### src/rtl/rc4_pkg.sv
// Shared types and constants for the RC4 S-box sequencer.
// The cycle-count constants are also used by the bench to check timing.
package rc4_pkg;

  localparam int SBOX_DEPTH       = 256;
  localparam int ADDR_W           = 8;
  localparam int INIT_CYCLES      = SBOX_DEPTH;
  localparam int KSA_ROUND_CYCLES = 4;
  localparam int KSA_CYCLES       = SBOX_DEPTH * KSA_ROUND_CYCLES;
  localparam int SETUP_CYCLES     = INIT_CYCLES + KSA_CYCLES;
  localparam int PRGA_CYCLES      = 6;
  localparam int PRGA_FIRST_LAT   = 6;

  typedef enum logic [3:0] {
    IDLE, INIT,
    K_RD, K_J, K_RJ, K_SW,
    P_WAIT, P_RI, P_J, P_RJ, P_SW, P_RT, P_OUT
  } rc4_state_e;

  // Address guaranteed to differ from both a and b; parks idle read ports
  // away from any address being written this cycle.
  function automatic logic [ADDR_W-1:0] free_addr(input logic [ADDR_W-1:0] a,
                                                  input logic [ADDR_W-1:0] b);
    logic [ADDR_W-1:0] c;
    c = a ^ ADDR_W'(1);
    return (c == b) ? (a ^ ADDR_W'(2)) : c;
  endfunction

endpackage

### src/rtl/rc4_sched_if.sv
// Port bundle between the RC4 sequencer (master) and the three-port S-box RAM (slave).
interface rc4_sched_if;
  import rc4_pkg::*;

  logic [ADDR_W-1:0] raddr_1;
  logic [7:0]        rdata_1;
  logic              wen_2;
  logic [ADDR_W-1:0] waddr_2;
  logic [7:0]        wdata_2;
  logic              wen_3;
  logic [ADDR_W-1:0] addr_3;
  logic [7:0]        wdata_3;
  logic [7:0]        rdata_3;

  modport master (
    output raddr_1, wen_2, waddr_2, wdata_2, wen_3, addr_3, wdata_3,
    input  rdata_1, rdata_3
  );

  modport slave (
    input  raddr_1, wen_2, waddr_2, wdata_2, wen_3, addr_3, wdata_3,
    output rdata_1, rdata_3
  );

endinterface

### src/rtl/rc4_key_sel.sv
// Combinational key-byte mux: selects key[idx] out of KEY_MAX bytes (AND-OR tree).
module rc4_key_sel #(
  parameter int KEY_MAX = 16
) (
  input  logic [KEY_MAX-1:0][7:0]          key,
  input  logic [$clog2(KEY_MAX+1)-1:0]     idx,
  output logic [7:0]                       kbyte
);

  logic [KEY_MAX-1:0][7:0] masked;

  for (genvar n = 0; n < KEY_MAX; n++) begin : g_byte
    assign masked[n] = (idx == ($clog2(KEY_MAX+1))'(n)) ? key[n] : 8'h00;
  end

  always_comb begin
    kbyte = 8'h00;
    for (int n = 0; n < KEY_MAX; n++) kbyte = kbyte | masked[n];
  end

endmodule

### src/rtl/rc4_sched.sv
// RC4 S-box sequencer: identity fill, 256-round KSA, then PRGA emitting one
// keystream byte per 6-cycle round while cipher_req is high.
module rc4_sched
  import rc4_pkg::*;
#(
  parameter int KEY_MAX = 16
) (
  input  logic                         clk,
  input  logic                         rst_n,
  input  logic                         key_setup_en,
  input  logic [8*KEY_MAX-1:0]         key,
  input  logic [$clog2(KEY_MAX+1)-1:0] key_len,
  input  logic                         cipher_req,
  output logic                         busy,
  output logic                         setup_done,
  output logic                         ks_valid,
  output logic [7:0]                   ks_data,
  rc4_sched_if.master                  ram
);

  localparam int KL_W = $clog2(KEY_MAX+1);

  rc4_state_e        state_q, state_d;
  logic [ADDR_W-1:0] i_q, j_q;
  logic [7:0]        si_q, sj_q;
  logic [KL_W-1:0]   kidx_q, kidx_inc, klen;
  logic [7:0]        kbyte;

  rc4_key_sel #(.KEY_MAX(KEY_MAX)) u_key_sel (
    .key   (key),
    .idx   (kidx_q),
    .kbyte (kbyte)
  );

  assign klen       = (key_len == '0) ? KL_W'(1) : key_len;
  assign kidx_inc   = kidx_q + KL_W'(1);
  assign busy       = state_q inside {INIT, K_RD, K_J, K_RJ, K_SW};
  assign setup_done = state_q inside {P_WAIT, P_RI, P_J, P_RJ, P_SW, P_RT, P_OUT};

  always_ff @(posedge clk or negedge rst_n) begin
    if (!rst_n) state_q <= IDLE;
    else        state_q <= state_d;
  end

  always_comb begin
    state_d     = state_q;
    ram.raddr_1 = '0;
    ram.wen_2   = 1'b0;
    ram.waddr_2 = '0;
    ram.wdata_2 = '0;
    ram.wen_3   = 1'b0;
    ram.addr_3  = '0;
    ram.wdata_3 = '0;
    unique case (state_q)
      IDLE: ;
      INIT: begin
        ram.wen_2   = 1'b1;
        ram.waddr_2 = i_q;
        ram.wdata_2 = i_q;
        ram.raddr_1 = free_addr(i_q, i_q);
        ram.addr_3  = free_addr(i_q, i_q);
        if (i_q == 8'hFF) state_d = K_RD;
      end
      K_RD: begin
        ram.raddr_1 = i_q;
        state_d     = K_J;
      end
      K_J:  state_d = K_RJ;
      K_RJ: begin
        ram.addr_3 = j_q;
        state_d    = K_SW;
      end
      K_SW, P_SW: begin
        // When i==j port 3 stays a read, so steer it off the address port 2 writes.
        ram.wen_2   = 1'b1;
        ram.waddr_2 = i_q;
        ram.wdata_2 = ram.rdata_3;
        ram.wen_3   = (i_q != j_q);
        ram.addr_3  = (i_q != j_q) ? j_q : free_addr(i_q, i_q);
        ram.wdata_3 = si_q;
        ram.raddr_1 = free_addr(i_q, j_q);
        if (state_q == P_SW)    state_d = P_RT;
        else if (i_q == 8'hFF)  state_d = P_WAIT;
        else                    state_d = K_RD;
      end
      P_WAIT: if (cipher_req) state_d = P_RI;
      P_RI: begin
        ram.raddr_1 = i_q + 8'd1;
        state_d     = P_J;
      end
      P_J:  state_d = P_RJ;
      P_RJ: begin
        ram.addr_3 = j_q;
        state_d    = P_SW;
      end
      P_RT: begin
        ram.raddr_1 = si_q + sj_q;
        state_d     = P_OUT;
      end
      P_OUT:   state_d = cipher_req ? P_RI : P_WAIT;
      default: state_d = IDLE;
    endcase
    if (key_setup_en) state_d = INIT;
  end

  always_ff @(posedge clk or negedge rst_n) begin
    if (!rst_n) begin
      i_q      <= '0;
      j_q      <= '0;
      kidx_q   <= '0;
      si_q     <= '0;
      sj_q     <= '0;
      ks_valid <= 1'b0;
      ks_data  <= '0;
    end else begin
      ks_valid <= 1'b0;
      if (key_setup_en) begin
        i_q <= '0;
      end else begin
        unique case (state_q)
          INIT: begin
            i_q <= i_q + 8'd1;
            if (i_q == 8'hFF) begin
              j_q    <= '0;
              kidx_q <= '0;
            end
          end
          K_J: begin
            si_q   <= ram.rdata_1;
            j_q    <= j_q + ram.rdata_1 + kbyte;
            kidx_q <= (kidx_inc == klen) ? '0 : kidx_inc;
          end
          K_SW: begin
            i_q <= i_q + 8'd1;
            if (i_q == 8'hFF) j_q <= '0;
          end
          P_RI: i_q <= i_q + 8'd1;
          P_J: begin
            si_q <= ram.rdata_1;
            j_q  <= j_q + ram.rdata_1;
          end
          P_SW: sj_q <= ram.rdata_3;
          P_OUT: begin
            ks_valid <= 1'b1;
            ks_data  <= ram.rdata_1;
          end
          default: ;
        endcase
      end
    end
  end

endmodule

### src/flat_wrapper.sv
// flat-port wrapper written by rule: the top's interface ports become plain ports
module rc4_sched_flat import rc4_pkg::*;
#(
  parameter int KEY_MAX = 16
)
  (clk, rst_n, key_setup_en, key, key_len, cipher_req, busy, setup_done, ks_valid, ks_data, ram_raddr_1, ram_wen_2, ram_waddr_2, ram_wdata_2, ram_wen_3, ram_addr_3, ram_wdata_3, ram_rdata_1, ram_rdata_3);
  rc4_sched_if ram_i ();
  input  logic clk;
  input  logic rst_n;
  input  logic key_setup_en;
  input  logic [8*KEY_MAX-1:0] key;
  input  logic [$clog2(KEY_MAX+1)-1:0] key_len;
  input  logic cipher_req;
  output logic busy;
  output logic setup_done;
  output logic ks_valid;
  output logic [7:0] ks_data;
  output wire logic [$bits(ram_i.raddr_1)-1:0] ram_raddr_1;
  output wire logic [$bits(ram_i.wen_2)-1:0] ram_wen_2;
  output wire logic [$bits(ram_i.waddr_2)-1:0] ram_waddr_2;
  output wire logic [$bits(ram_i.wdata_2)-1:0] ram_wdata_2;
  output wire logic [$bits(ram_i.wen_3)-1:0] ram_wen_3;
  output wire logic [$bits(ram_i.addr_3)-1:0] ram_addr_3;
  output wire logic [$bits(ram_i.wdata_3)-1:0] ram_wdata_3;
  input wire logic [$bits(ram_i.rdata_1)-1:0] ram_rdata_1;
  input wire logic [$bits(ram_i.rdata_3)-1:0] ram_rdata_3;
  assign ram_raddr_1 = ram_i.raddr_1;
  assign ram_wen_2 = ram_i.wen_2;
  assign ram_waddr_2 = ram_i.waddr_2;
  assign ram_wdata_2 = ram_i.wdata_2;
  assign ram_wen_3 = ram_i.wen_3;
  assign ram_addr_3 = ram_i.addr_3;
  assign ram_wdata_3 = ram_i.wdata_3;
  assign ram_i.rdata_1 = ram_rdata_1;
  assign ram_i.rdata_3 = ram_rdata_3;
  rc4_sched #(.KEY_MAX(KEY_MAX)) u_core (.clk(clk), .rst_n(rst_n), .key_setup_en(key_setup_en), .key(key), .key_len(key_len), .cipher_req(cipher_req), .busy(busy), .setup_done(setup_done), .ks_valid(ks_valid), .ks_data(ks_data), .ram(ram_i));
endmodule
### config.mk
export PLATFORM = sky130hd
export DESIGN_NAME = rc4_sched_flat
export DESIGN_NICKNAME = d
export VERILOG_FILES = /design/src/rtl/rc4_pkg.sv /design/src/rtl/rc4_sched_if.sv /design/src/rtl/rc4_key_sel.sv /design/src/rtl/rc4_sched.sv /design/src/flat_wrapper.sv
export SDC_FILE = /design/constraint.sdc
export NUM_CORES = 1
export LEC_CHECK = 0
export ABC_CLOCK_PERIOD_IN_PS = 5160
export BUFFER_PORTS_ARGS = -buffer_cell sky130_fd_sc_hd__buf_4
export CORE_MARGIN = 4
export CORE_UTILIZATION = 45
export DETAILED_ROUTE_END_ITERATION = 8
export PLACE_DENSITY_LB_ADDON = 0.1
export SYNTH_ARGS = -nofsm -noshare
export SYNTH_HDL_FRONTEND = slang
export SYNTH_SLANG_ARGS = --single-unit
export TNS_END_PERCENT = 10
### constraint.sdc
create_clock -name clk -period 5.16 [get_ports clk]
set_input_delay 0.258 -clock clk [delete_from_list [all_inputs] [get_ports clk]]
set_output_delay 0.258 -clock clk [all_outputs]
set_load 0.1 [all_outputs]
After elaboration in Yosys (flattened, before gate mapping) --
Cells that the tools add are included.
Cells by class: add/subtract/negate cells 5, multiplexer cells 43, eq/ne operators 37, reduce and logical (&&, ||, !) cells 20, bitwise operators 18
Operator list (number):
- $mux W8 | 22
- $or A8 B8 Y8 | 15
- $pmux W4 S12 | 1
- $pmux W8 S3 | 2
- $eq A5 B4 Y1 const B | 8
- $pmux W8 S5 | 1
- $add A8 B8 Y8 | 3
- $eq A4 B4 Y1 const B | 5
- $eq A5 B3 Y1 const B | 4
- $eq A4 B3 Y1 const B | 4
- $mux W4 | 4
- $pmux W8 S2 | 1
- $mux W5 | 3
- $eq A5 B2 Y1 const B | 2
- $logic_not A5 Y1 | 2
- $pmux W5 S2 | 1
- $reduce_and A3 Y1 | 3
- $add A8 B1 Y8 const B | 1
- $eq A4 B2 Y1 const B | 2
- $eq A8 B8 Y1 | 1
- $eq A8 B8 Y1 const B | 1
- $ne A8 B8 Y1 | 1
- $reduce_or A2 Y1 | 4
- $reduce_bool A7 Y1 | 1
- 18 further kinds | 31
Storage, ports and cells: bits of input ports 153, output and inout bits 53, flip-flop bits (word level) 50, word-level logic and storage cells 131

Depth between registers and ports, before layout --
Gate-level depths: netlist of the first run.
depth after elaboration 19, gate-level depth with buffers 21, mapped depth without buffers 18

Hierarchy --
From an unflattened synthesis of the first run, not the netlist that was laid out.
Second synthesis, totals: cells, all modules 644, area, all modules 5311.3 um2
By module, submodules not included:
- rc4_sched | seq. area each 1251.2 um2, cells an instance 457, instances 1, area an instance 4008.8 um2
- rc4_key_sel | seq. area each 0.0 um2, cells an instance 187, instances 1, area an instance 1302.5 um2

Worst setup path after synthesis of the first run --
No wires, ideal clock.
path type reg2out, from reg u_core.state_q[1], to out ram_raddr_1[2], cell stages (with the launch flop) 5, required time 4.902 ns, arrival 4.706 ns, setup slack 0.196 ns, buffers on the path 2, path through dfrtp_1 > clkbuf_1 > buf_1 > nand3_1 > o311ai_0
Between the ends: longest elaborated chain between the ends 3, elaborated cells between the ends (all ways) 8, those cells by class 6 x eq/ne; 1 x mux; 1 x reduce/logical
Ends and longest elaborated chain:
- start: declaration | RTL line rc4_sched.sv:23 | rc4_state_e state_q, state_d;
- start signal: assignment | RTL line rc4_sched.sv:42 | else state_q <= state_d;
- $eq A4 B4 Y1 or $eq A4 B3 Y1 (tied branches) | RTL line rc4_sched.sv:54 | unique case (state_q)
- $reduce_or A2 Y1 | RTL line rc4_sched.sv:54
- $pmux W8 S5 (*) | RTL line rc4_sched.sv:54
- end: declaration | RTL line flat_wrapper.sv:18 | output wire logic [$bits(ram_i.raddr_1)-1:0] ram_raddr_1;
Every way passes the cells marked *; elsewhere a longest branch is shown, timed or not.

Worst setup path after layout of the first run --
from reg u_core.kidx_q[0], to reg u_core.j_q[7]
Between the ends: longest elaborated chain between the ends 19, elaborated cells between the ends (all ways) 49, those cells by class 1 x add/sub; 15 x eq/ne; 17 x mux; 15 x bitwise; 1 x reduce/logical
Ends and longest elaborated chain:
- start: declaration | RTL line rc4_sched.sv:26 | logic [KL_W-1:0] kidx_q, kidx_inc, klen;
- start signal: assignment | RTL line rc4_sched.sv:131 | kidx_q <= (kidx_inc == klen) ? '0 : kidx_inc;
- $eq A5 B1 Y1 or $logic_not A5 Y1 (tied branches) | RTL line rc4_key_sel.sv:13 | assign masked[n] = (idx == ($clog2(KEY_MAX+1))'(n)) ? key[n] : 8'h00;
- $mux W8 | RTL line rc4_key_sel.sv:13
- $or A8 B8 Y8 (14 in a row) | RTL line rc4_key_sel.sv:18 | for (int n = 0; n < KEY_MAX; n++) kbyte = kbyte | masked[n];
- $or A8 B8 Y8 (*) | RTL line rc4_key_sel.sv:18
- $add A8 B8 Y8 (*) | RTL line rc4_sched.sv:130 | j_q <= j_q + ram.rdata_1 + kbyte;
- $pmux W8 S3 (*) | RTL line rc4_sched.sv:120 | unique case (state_q)
- end signal: assignment | RTL line rc4_sched.sv:130
- end signal: assignment | RTL line rc4_sched.sv:140 | j_q <= j_q + ram.rdata_1;
- end: declaration | RTL line rc4_sched.sv:24 | logic [ADDR_W-1:0] i_q, j_q;
Marks and branches as above. A chain may end at the register's enable or synchronous reset.

==> metrics, run 1 <==
status=completed; Critical Path Start Type=flip-flop; crit-path max cell delay=0.47 ns; Layout Skew=~0.021 ns; average cell area after synthesis=a little over 8 um2; die height=about 110 um; Cell Pwr Density=around 490 nW/um2; Async S/R FF share, synth=between 90% and 100%; Slew @ Worst Pin=roughly 1.3 ns; final antenna-violating net count=0; Mapped Nets=between 800 and 900; RSZ-0062 raised after global routing=no; global-route wire length before repair=30000 um; crit-path cells=ha_1 -> and3_1 -> ha_1 -> a32o_1 -> a221o_1 -> or4_1 -> ha_1 -> a21oi_1 -> o21ai_0 -> o22ai_1 -> or3_1 -> a21oi_2 -> xnor3_1 -> o21ai_1 -> a22o_1; Residual DRC=0; GRT Overall Usage=29.5%; #FFs+latches synth=50; CP Max Fanout=9; Sink Count=50; placer congestion estimate=0.929; Worst slew margin=about 12%; I/O pins=just over 200; largest family of logic cells by synthesized area=compound AO/OA/AOI/OAI gates; dpl hpwl=~16000 um; share of post-route cells with drive strength above 1=~32%; die area=approximately 13000 um2; vias in the first global route=5509; number of flops mapped to enable cells by yosys=0; Final WS setup=just over 0.8 ns; post-synth cell types=just over 60; synth top area cells=dfrtp_1, ha_1, mux2_2, o21ai_0, nand2_1; DR iter-0 viols=620; clock slew at reported path FFs=approximately 0.10 ns; Post-Synth XOR/XNOR Area=between 5 and 6%; Max-Cap Viols=0; CP Capture Type=flip-flop; DR vias/cell=about 6; via count=about 5600; # fillers=roughly 1000; most common cell after layout, fill and taps aside=buf_4; per-cell routed wire length=20.8 um; Core Footprint=10900 um2; Post-CTS Setup Bufs=0; Tcrit/Tclk final=between 80 and 90%; setup TNS=0 ns; Buffers on Ports=205; HP Class=in -> reg; final WL=19600 um; Synth Flop Type=dfrtp_1; top cell type's share of synthesized area=24.8%; Yosys warning count=0; data arrival time of the critical path=approximately 4.6 ns; fmax=about 230 MHz; CTS tree=done; antenna violations before repair=0; Post-CTS Resized=0; FP Rows=38; Fin. Hold Viols=0; CTS buffer count=5; sequential-to-total area share from yosys stat=roughly 25%; drt first pass iters=7; Die X=114 um; starting density of the core=a little under half; Antenna Cells=0; simple-gate share of the synthesized area=between 10% and 20%; Yosys top cell by area=dfrtp_1; Layout Nets=a little under 1000; Post-Synth Adder-Cell Area=slightly below 8%; final setup fails=0; CP most frequent cell=ha_1; clk buf depth=2; synthesized instance count=just over 600; post-synthesis mux area share=9.27%; synthesized area=5050 um2; H-tree Lvls=2; Compound-Gate Fraction of Synth Area=26.8%; crit path time final=~4.3 ns; commonest cells after routing, fill and taps aside=buf_4, nand2_1, dfrtp_1; Pleak=slightly above 3 nW; largest net degree at the start of global routing=51; Clock Latency Late Sink=approximately 0.34 ns; total grt overflow=0; Clock Root Buffer=clkbuf_8; Max Slew Vio Count=0; setup slack at placement=0.878 ns; Area Overhead vs Synth=33.0%; Crit path required time=~5.4 ns; slowest CP cell=dfrtp_1; Setup CP Type=reg -> reg; peak supply drop=around 0.00047 V
-- Yosys cell counts (4+ instances only) --
| master | number |
|---|---|
| buf_1 | 6 |
| a21oi_1 | 33 |
| o21a_1 | 6 |
| and3_1 | 5 |
| ha_1 | 27 |
| mux2_2 | 28 |
| a221oi_1 | 4 |
| a22oi_1 | 20 |
| a22o_1 | 22 |
| nor2_1 | 48 |
| nand2_1 | 57 |
| nand3_1 | 28 |
| xor2_1 | 13 |
| mux2i_1 | 7 |
| inv_1 | 23 |
| a32oi_1 | 13 |
| nor3_1 | 9 |
| o21ai_1 | 7 |
| or3_1 | 6 |
| o21ai_0 | 49 |
| nand2b_1 | 9 |
| o22ai_1 | 6 |
| a21o_1 | 6 |
| and2_1 | 9 |
| nor2b_1 | 16 |
| clkbuf_1 | 30 |
| nand4_1 | 4 |
| o31ai_1 | 7 |
| xnor2_1 | 19 |
| a32o_1 | 4 |
| dfrtp_1 | 50 |
-- final timing paths --
path | to | slack (ns) | cells past startpoint | from
max | u_core.j_q[7]$_DFFE_PN0P_ | 0.81 | 15 | u_core.kidx_q[0]$_DFFE_PN0P_
min | u_core.sj_q[1]$_DFFE_PN0P_ | 0.16 | 3 | ram_rdata_3[1]
max reg2reg | u_core.j_q[7]$_DFFE_PN0P_ | 0.81 | 15 | u_core.kidx_q[0]$_DFFE_PN0P_
min reg2reg | u_core.ks_data[4]$_DFFE_PN0P_ | 0.52 | 1 | u_core.ks_data[4]$_DFFE_PN0P_
max in group asynchronous | u_core.j_q[5]$_DFFE_PN0P_ | 4.22 | 2 | rst_n
min in group asynchronous | u_core.sj_q[3]$_DFFE_PN0P_ | 0.49 | 2 | rst_n
-- registers in the layout, summed over array words and instances (netlist names) --
signal,count
u_core.state_q,4
u_core.i_q,8
u_core.kidx_q,5
u_core.ks_valid,1
u_core.ks_data,8
u_core.si_q,8
u_core.j_q,8
u_core.sj_q,8
-- final cells by class --
class	instances	area (um2)	area share, %
clock buffer	5	68.8	1.03
clock inverter	3	23.8	0.354
inverter	23	86.3	1.29
multi-input combinational	507	3520	52.4
sequential	50	1250	18.6
tap	140	175	2.61
timing repair buffer	211	1590	23.6
-- layer usage --
metal  share of wire [%]  wire length [um]  vias to the layer above  GRT usage, %
li1                    -                 -                     2648             -
met1                  42              8140                     2715          40.0
met2                  49              9590                      247          48.5
met3                 6.9              1340                       38          5.41
met4                 2.5               480                        0          7.76
met5                   0                 0                        -             0
-- timing repair --
item,CTS,global route
hold buffers,1,0
endpoints found under the setup margin,0,0
hold endpoints to repair,50,0
-- report_power, final --
group	total [mW]	leakage [nW]	internal [mW]	switching (mW)
registers	0.656	0.639	0.485	0.170
logic	2.39	2.44	0.934	1.46
clock network	0.256	0.0408	0.0975	0.158
total	3.30	3.12	1.52	1.79
-- worst max-delay path, delay by kind of cell (launching register included) --
family          cells  cell delay, ns
compound gates      8            1.52
simple gates        3            1.01
fa+ha+maj           3            0.96
flops               1            0.47
xor+xnor            1            0.33
-- through the flow --
step                      cells  util (%)  hold WS (ns)  cell area [um2]  total power [mW]
after floorplan             623         -       -0.0376             5050              2.44
after global placement      930      60.7         0.323             6610              2.97
after detailed placement    930      60.7         0.322             6610              3.02
after CTS                   939      61.6         0.151             6710              3.29
after global routing        939      61.6         0.146             6710              3.55
final                       939      61.6         0.160             6710              3.30
-- logic make-up after synthesis --
kind of cell               after synthesis
AOI/OAI and AO/OA                      199
muxes                                   40
adders and majority gates               30
DFF                                     50
and+or+nand+nor                        205
buffers and inverters                   66
xor gates and xnor gates                33
Power figures use the tool's default switching activity.
==> run 2, diff against run 1 <==
--- a/config.mk
+++ b/config.mk
@@ -5,7 +5,7 @@
 export SDC_FILE = /design/constraint.sdc
 export NUM_CORES = 1
 export LEC_CHECK = 0
-export ABC_CLOCK_PERIOD_IN_PS = 5160
+export ABC_CLOCK_PERIOD_IN_PS = 3600
 export BUFFER_PORTS_ARGS = -buffer_cell sky130_fd_sc_hd__buf_4
 export CORE_MARGIN = 4
 export CORE_UTILIZATION = 45
==> constraint.sdc (replaced) <==
create_clock -name clk -period 3.6 [get_ports clk]
set_input_delay 0.18 -clock clk [delete_from_list [all_inputs] [get_ports clk]]
set_output_delay 0.18 -clock clk [all_outputs]
set_load 0.1 [all_outputs]
==> metrics, run 2 (same netlist as run 1, synthesis figures left out) <==
Layout Skew=between 0.009 and 0.01 ns; hold path start=ram_rdata_3[2]; P_sw=between 2 and 3 mW; violated checks=negative setup slack; Tcrit/Tclk final=101%; CP most frequent cell=o21ai_1; I/O pins=206; Sink Count=50; vias in the first global route=a little over 6000; share of post-route cells with drive strength above 1=about two fifths; DP Area=just over 7000 um2; H-tree Lvls=2; per-cell routed wire length=a little over 20 um; DR iter-0 viols=about 520; clock slew at reported path FFs=about 0.11 ns; drt first pass iters=5; Reg power frac=approximately 16%; DR vias/cell=between 5 and 6; Critical Path Start Type=flip-flop; Residual DRC=0; fmax=275 MHz; Buffers on Ports=205; crit path time final=3.64 ns; Layout Nets=between 1000 and 1500; WHS=0.0978 ns; data arrival time of the critical path=3.90 ns; antenna violations before repair=0; Antenna Cells=0; design area=7240 um2; peak supply drop=slightly above 0.0007 V; setup slack at placement=-0.283 ns; Power Internal=2.60 mW; final WL=roughly 21000 um; CP Max Fanout=4; HP Class=in -> reg; Final Non-Filler Cells=1000; Setup CP Type=reg -> reg; placer congestion estimate=between 0.9 and 1; commonest cells after routing, fill and taps aside=buf_4, nand2_1, dfrtp_1; CTS tree=done; largest net degree at the start of global routing=51; RSZ-0062 raised after global routing=yes; sw frac=51.8%; final antenna-violating net count=0; setup TNS=-0.0409 ns; most common cell after layout, fill and taps aside=buf_4; status=complete, but fails checks; placed insts=988; Core Footprint=about 11000 um2; # fillers=about 930; Clock Root Buffer=clkbuf_8; crit-path cells=inv_1 -> ha_2 -> and2b_2 -> and2_1 -> buf_4 -> a222oi_1 -> nand2_1 -> nor2_1 -> o21ai_1 -> ha_1 -> or4_1 -> o22ai_2 -> o21ai_2 -> a21oi_2 -> xnor3_1 -> o21ai_1 -> a22o_1; crit-path max cell delay=around 0.53 ns; slowest CP cell=or4_1; Pleak=about 3.4 nW; clock network fraction of total power=under 10%; WHS Path Cells=2; Die X=114 um; clk buf depth=2; Clock Latency Late Sink=0.32 ns; combinational share of power=~77%; global-route wire length before repair=around 32000 um; R2R depth=17; r2r setup slk=-0.04 ns; hold endpoint=u_core.sj_q[2]$_DFFE_PN0P_; die area=about 13000 um2; GRT Overall Usage=31.0%; Area Overhead vs Synth=43.5%; Slew @ Worst Pin=around 0.75 ns; Max-Cap Viols=0; Cell Pwr Density=745 nW/um2; Max Slew Vio Count=0; final setup fails=1; Buf/Inv on CP=2; CP delay by family, top=compound AO/OA/AOI/OAI gates; worst reg2reg endpoint=u_core.j_q[7]$_DFFE_PN0P_; CTS buffer count=5; Final WS setup=-0.0409 ns; Worst slew margin=50.0%; dpl hpwl=16700 um; FP Rows=38; starting density of the core=a little under half; die height=around 110 um; via count=between 5000 and 6000; Fin. Hold Viols=0; CP Capture Type=flip-flop; Crit path required time=3.86 ns; worst r2r src=u_core.kidx_q[0]$_DFFE_PN0P_; total grt overflow=0
-- run 2: layout make-up --
class	count	area (um2)	area share, %
Multi-Input combinational cell	507	3590	49.6
Timing Repair Buffer	272	2040	28.2
Sequential cell	50	1250	17.3
Tap cell	140	175	2.42
Inverter	23	86.3	1.19
Clock buffer	5	68.8	0.950
Clock inverter	3	25.0	0.345
-- run 2: layer usage --
layer | vias to the layer above | wire, um | share of wire, % | track usage (%)
li1 | 2771 | - | - | -
met1 | 2862 | 8670 | 42 | 41.3
met2 | 271 | 10300 | 50 | 52.4
met3 | 48 | 1240 | 6.0 | 4.08
met4 | 0 | 521 | 2.5 | 9.34
met5 | - | 0 | 0 | 0
-- run 2: power groups by stage --
stage / clock, mW / sequential [mW] / combinational, mW
after floorplan: 0 / 0.850 / 2.65
after global placement: 0 / 0.874 / 3.81
after detailed placement: 0 / 0.885 / 3.90
after CTS: 0.372 / 0.874 / 3.97
after global routing: 0.389 / 0.901 / 4.46
final: 0.363 / 0.886 / 4.14
-- run 2: per-stage QoR --
step	power, mW	util [%]
after floorplan	3.50	-
after global placement	4.68	64.7
after detailed placement	4.78	64.7
after CTS	5.21	66.0
after global routing	5.75	66.5
final	5.39	66.5
-- run 2: timing repair --
item                                    in CTS  in global routing
gates resized for setup                      6                 15
hold buffers                                 1                  0
endpoints found under the setup margin       2                  3
pin swaps                                    5                 10
endpoints found under the hold margin       50                  0
setup buffers                                2                  1
gates cloned                                 0                  0
-- run 2: how the worst max path moves through the flow --
stage	startpoint	depth (start not counted)	slack, ns	to
after detailed placement	u_core.kidx_q[0]$_DFFE_PN0P_	14	-0.28	u_core.j_q[7]$_DFFE_PN0P_
final	u_core.kidx_q[0]$_DFFE_PN0P_	17	-0.04	u_core.j_q[7]$_DFFE_PN0P_
after floorplan	u_core.kidx_q[3]$_DFFE_PN0P_	18	-0.72	u_core.j_q[7]$_DFFE_PN0P_
after CTS	u_core.kidx_q[0]$_DFFE_PN0P_	17	-0.007	u_core.j_q[7]$_DFFE_PN0P_
after global placement	u_core.kidx_q[0]$_DFFE_PN0P_	15	-0.19	u_core.j_q[7]$_DFFE_PN0P_
after global routing	u_core.kidx_q[1]$_DFFE_PN0P_	18	-0.22	u_core.j_q[7]$_DFFE_PN0P_
